### config.mk
export PLATFORM = sky130hd
export DESIGN_NAME = booth_mult_ctrl
export DESIGN_NICKNAME = d
export VERILOG_FILES = /design/src/rtl/multdiv_pkg.sv /design/src/rtl/booth_step.sv /design/src/rtl/cla_add.sv /design/src/rtl/booth_mult_ctrl.sv
export SDC_FILE = /design/constraint.sdc
export NUM_CORES = 1
export LEC_CHECK = 0
export ABC_AREA = 1
export BUFFER_PORTS_ARGS = -buffer_cell sky130_fd_sc_hd__buf_2
export CAP_MARGIN = 20
export CORE_ASPECT_RATIO = 0.8
export CORE_MARGIN = 2
export CORE_UTILIZATION = 27
export CTS_CLUSTER_DIAMETER = 50
export DETAILED_ROUTE_END_ITERATION = 10
export PLACE_DENSITY = 0.52
export SETUP_SLACK_MARGIN = 0.5
export SYNTH_ARGS = -nofsm -noshare
export SYNTH_HDL_FRONTEND = slang
export SYNTH_HIERARCHICAL = 1
export SYNTH_SLANG_ARGS = --single-unit
### constraint.sdc
create_clock -name clock -period 5.6 [get_ports clock]
set_input_delay 0.28 -clock clock [delete_from_list [all_inputs] [get_ports clock]]
set_output_delay 0.28 -clock clock [all_outputs]
set_load 0.005 [all_outputs]
### src/rtl/multdiv_pkg.sv
// Shared multdiv definitions.
// FSM states, iteration constants and Booth pair codes.
package multdiv_pkg;

  localparam int WIDTH = 32;
  localparam int ITER  = 32;
  localparam int CNT_W = 5;

  typedef enum logic [1:0] {
    IDLE = 2'd0,
    RUN  = 2'd1,
    DONE = 2'd2
  } mstate_t;

  localparam logic [1:0] BOOTH_ADD = 2'b01;
  localparam logic [1:0] BOOTH_SUB = 2'b10;

endpackage

### src/rtl/booth_step.sv
// One radix-2 Booth iteration around the shared adder.
// Picks the adder operand and forms the shifted product.
module booth_step
  import multdiv_pkg::*;
(
  input  logic [32:0] lo_q,
  input  logic [31:0] m,
  input  logic [31:0] s,
  input  logic        ovf,
  output logic [31:0] b,
  output logic        cin,
  output logic [64:0] p_next
);

  logic [1:0] pair;

  assign pair = lo_q[1:0];

  always_comb begin
    b   = '0;
    cin = 1'b0;
    unique case (1'b1)
      (pair == BOOTH_ADD): b = m;
      (pair == BOOTH_SUB): begin
        b   = ~m;
        cin = 1'b1;
      end
      default: ;
    endcase
  end

  // true 33-bit sign keeps M = -2^31 exact
  assign p_next = {s[31] ^ ovf, s, lo_q[32:1]};

endmodule

### src/rtl/cla_add.sv
// 32-bit carry-lookahead adder.
// 4-bit lookahead groups, signed overflow flag.
module cla_add (
  input  logic [31:0] a,
  input  logic [31:0] b,
  input  logic        cin,
  output logic [31:0] s,
  output logic        overflow
);

  logic [31:0] g;
  logic [31:0] p;

  assign g = a & b;
  assign p = a ^ b;

  always_comb begin
    logic carry;
    logic c;
    logic c31;
    logic gg;
    logic pp;
    s     = '0;
    carry = cin;
    c     = 1'b0;
    c31   = 1'b0;
    gg    = 1'b0;
    pp    = 1'b0;
    for (int k = 0; k < 8; k++) begin
      gg = g[4*k+3]
         | (p[4*k+3] & g[4*k+2])
         | (p[4*k+3] & p[4*k+2] & g[4*k+1])
         | (p[4*k+3] & p[4*k+2] & p[4*k+1] & g[4*k]);
      pp = &p[4*k +: 4];
      c  = carry;
      for (int j = 0; j < 4; j++) begin
        s[4*k+j] = p[4*k+j] ^ c;
        if (4*k + j == 31) c31 = c;
        c = g[4*k+j] | (p[4*k+j] & c);
      end
      carry = gg | (pp & carry);
    end
    overflow = carry ^ c31;
  end

endmodule

### src/rtl/booth_mult_ctrl.sv
// Sequential signed 32x32 Booth multiplier.
// One shared adder, 32 iterations, low word plus overflow.
module booth_mult_ctrl
  import multdiv_pkg::*;
(
  input  logic        clock,
  input  logic        reset,
  input  logic        ctrl_MULT,
  input  logic [31:0] data_operandA,
  input  logic [31:0] data_operandB,
  output logic [31:0] data_result,
  output logic        data_exception,
  output logic        data_resultRDY,
  output logic        busy
);

  mstate_t            state;
  mstate_t            state_n;
  logic [CNT_W-1:0]   cnt;
  logic [64:0]        p;
  logic [31:0]        m;
  logic [31:0]        add_b;
  logic               add_cin;
  logic [31:0]        add_s;
  logic               add_ovf;
  logic [64:0]        p_next;
  logic               last;

  assign last = (cnt == CNT_W'(ITER - 1));

  cla_add u_add (
    .a        (p[64:33]),
    .b        (add_b),
    .cin      (add_cin),
    .s        (add_s),
    .overflow (add_ovf)
  );

  booth_step u_step (
    .lo_q   (p[32:0]),
    .m      (m),
    .s      (add_s),
    .ovf    (add_ovf),
    .b      (add_b),
    .cin    (add_cin),
    .p_next (p_next)
  );

  always_ff @(posedge clock) begin
    if (reset) begin
      state          <= IDLE;
      cnt            <= '0;
      p              <= '0;
      m              <= '0;
      data_result    <= '0;
      data_exception <= 1'b0;
    end else begin
      state <= state_n;
      unique case (state)
        IDLE: begin
          if (ctrl_MULT) begin
            m   <= data_operandA;
            p   <= {32'b0, data_operandB, 1'b0};
            cnt <= '0;
          end
        end
        RUN: begin
          p   <= p_next;
          cnt <= cnt + 1'b1;
          if (last) begin
            data_result    <= p_next[32:1];
            data_exception <= p_next[64:33] != {32{p_next[32]}};
          end
        end
        default: ;
      endcase
    end
  end

  always_comb begin
    state_n        = state;
    data_resultRDY = 1'b0;
    busy           = 1'b0;
    unique case (state)
      IDLE: begin
        if (ctrl_MULT) state_n = RUN;
      end
      RUN: begin
        busy = 1'b1;
        if (last) state_n = DONE;
      end
      DONE: begin
        busy           = 1'b1;
        data_resultRDY = 1'b1;
        state_n        = IDLE;
      end
      default: state_n = IDLE;
    endcase
  end

endmodule

==> impl_metrics.yaml <==
die:
  io_pins: 102
  num_rows: 57
  die-area_um2: 31750
  die_h_um: 159.8
  initial_utilization_pct: 27.21
  die_w_um: 198.7
  core-area_um2: 30100
power:
  pwr_density_cell_nw_per_um2: 294.6
  irDropWorstVdd_v: 0.0002083
  leakage_nw: 3.947
  p_total_mw: 2.655
sta:
  finalSetupViolations: 0
  final_max_slew_viol_count: 0
  period_share_pct: 82.83
  fmax_mhz: 215.6
  worst_slew_pin_slew_ns: 0.8958
  fin_worst_skew_ns: 0.01265
  min_period_ns: 4.638
  rsz0062_at_grt: "no"
  hold_viol_final: 0
  slew_headroom_pct: 40.28
  finalSetupTns_ns: 0
drt:
  vias_per_cell: 4.489
  post_drt_wl_per_cell_um: 13.64
  drc: 0
  ant_nets: 0
  drt_iter0_drc: 278
  vias: 6806
  drt_wl_total_um: 20680
  first_pass_iters: 7
setup_path:
  critical_path_arrival_ns: 4.95
  path_class: "reg -> reg"
  cp.required_ns: 5.91
  cp-start-kind: "flop"
  endpoint_kind: "flop"
  critPathTopFamily: "simple AND/OR/NAND/NOR gates"
  r2r_slack_ns: 0.96
  path_depth: 32
  worstPathMaxFanout: 33
  rr_startpoint: "p[1]$_SDFFE_PP0P_"
  crit_path_top_delay_cell: "dfxtp_4"
  critPathBufInv: 2
  r2r_end: "data_exception$_SDFFE_PP0P_"
  path_common_cell: "nand2_2"
  worstRegToRegCells: 32
  crit_start: "p[1]$_SDFFE_PP0P_"
  crit_end: "data_exception$_SDFFE_PP0P_"
  cpPeakStageDelay_ns: 0.52
grt:
  grt_overflow: 0
  grt_pass1_wl_um: 33880
  antenna_found_initial: 1
  track_usage_pct: 13.44
  grt_max_degree: 99
  grt_pass1_vias: 6446
cts:
  cts.clk_slew.worst_paths_ns: 0.06
  clk_latency_ns: 0.43
  cts_hold_buf: 0
  clkSinkCount: 137
  cts_made_buffers: 17
  clk_path_buf_depth: 2
  cts_tree: "yes"
  root_buffer: "clkbuf_16"
  cts_max_level: 4
synth:
  syn_area_um2: 8190
  synth_nets: 1217
  yosysWarnings: 6
  yosysSeqAreaShare_pct: 33.49
  ys_ff_latch: 137
  avgSynthCellArea_um2: 7.521
  synthDistinctLibCells: 37
  synth_cells: 1089
hold_path:
  hp-class: "in -> reg"
placed_design:
  dp_hpwl_um: 14160
  io_buffers: 101
  place_congestion: 0.8040
job:
  drv_cap: 0
cells_and_area:
  area_delta_synth_final_pct: 10.04
  fin_nets: 1218
  insertedDiodeCount: 0
  layout-drive-gt1-share_pct: 18.59
run_status:
  outcome: "complete, no violations"
## Yosys cell counts
cell      instances  area share, %
o21ai_0          87            5.3
o21ai_4           1           0.20
dfxtp_1         137             33
buf_1             2          0.092
inv_6             1           0.11
nand3b_1          2           0.18
nand2_1         185            8.5
buf_4            71            6.5
clkbuf_2          1          0.061
nand3_2          30            3.7
inv_2             2          0.092
buf_6            11            1.5
nand2_2          16            1.2
a31oi_1          34            2.6
nand4_1           2           0.15
nor2_2            2           0.15
ha_1             37            5.7
clkinv_1          1          0.046
inv_8             1           0.14
and3_1            1          0.076
nand3_1          80            4.9
fa_1             24            5.9
buf_12            3           0.73
nor2_1          158            7.2
inv_1            72            3.3
a221o_1           2           0.24
a21oi_1          45            2.7
buf_2            16           0.98
xor2_1            6           0.64
o211a_1           1           0.12
xnor2_1           3           0.32
clkbuf_1         26            1.2
or2_2             3           0.23
a211oi_1          1          0.092
a41oi_1           3           0.32
nor3_1            9           0.55
o21ai_1          13           0.79
## through the flow
step / util [%] / hold WS (ns) / worst slack, ns / instance area (um2) / instances
6_report: 29.95 / 0.1093 / 0.9615 / 9012 / 1516
5_1_grt: 29.95 / 0.1079 / 0.5257 / 9012 / 1516
4_1_cts: 29.90 / 0.08350 / 0.5549 / 8999 / 1516
3_5_place_dp: 27.88 / 0.4613 / 0.5859 / 8392 / 1484
3_3_place_gp: 27.88 / 0.4526 / 0.7452 / 8392 / 1484
2_1_floorplan: - / 0.4391 / 1.447 / 8190 / 1089
## placed cells by master, fill, tap and decap left out, drive strengths merged, types with 3 or more instances in the layout
master and count:
clkbuf 19, ha 37, inv 82, xnor2 3, a21oi 45, nor2 160, nand3 110, fa 24
nand2 201, clkinvlp 4, or2 3, o21ai 101, dfxtp 137, xor2 6, a31oi 34, buf 112
nor3 9, a41oi 3
## how the worst min path moves through the flow
| stage | depth (start not counted) | endpoint | start | slack (ns) |
|---|---|---|---|---|
| floorplan | 2 | p[1]$_SDFFE_PP0P_ | data_operandB[0] | 0.44 |
| global placement | 2 | cnt[4]$_SDFFE_PP0P_ | cnt[4]$_SDFFE_PP0P_ | 0.45 |
| detailed placement | 2 | p[44]$_SDFFE_PP0P_ | p[44]$_SDFFE_PP0P_ | 0.46 |
| CTS | 3 | m[28]$_SDFFE_PP0P_ | data_operandA[28] | 0.08 |
| global route | 3 | m[9]$_SDFFE_PP0P_ | data_operandA[9] | 0.11 |
| finish | 3 | m[28]$_SDFFE_PP0P_ | data_operandA[28] | 0.11 |
## report_power, final
| part | switching, mW | internal, mW |
|---|---|---|
| combinational | 0.267 | 0.143 |
| sequential | 0.0506 | 1.03 |
| clock | 0.476 | 0.690 |
## tightest hold or removal path, cell delays in order
cell	delay, ns
buf_2	0.07
o21ai_0	0.07
nor2_1	0.07
## cells by family after synthesis
kind of cell / after synthesis / synth area share (%)
and+or+nand+nor: 488 / 26.84
buffers and inverters: 207 / 14.76
xor gates and xnor gates: 9 / 0.9625
adders and majority gates: 61 / 11.52
DFF: 137 / 33.49
AOI/OAI and AO/OA: 187 / 12.44
## final cells by class
cell class              count  area [um2]
clock buffers              19       452.9
clock inverters            13       153.9
fillers                  3351       21080
inverters                  77       301.5
multi-input cells         745        4249
flip-flops and latches    137        2750
well taps                 413       516.7
repair buffers            112       588.1
## sequential cells by signal (all words and copies together) (netlist names)
register,flops
data_result,32
data_exception,1
cnt,5
m,32
state,2
p,65
## repair_timing
| action | CTS | global route |
|---|---|---|
| setup endpoints to repair | 0 | 2 |
| resized for setup | 0 | 4 |
| setup buffers | 0 | 0 |
## per-layer routing
metal | global-route usage, % | routed length [um] | vias to the layer above
li1 | - | - | 3495
met1 | 19.37 | 10570 | 3185
met2 | 20.01 | 9015 | 111
met3 | 3.485 | 916 | 13
met4 | 2.985 | 165 | 2
met5 | 0 | 13 | -
Note: power is estimated with default switching activity, not from simulation.
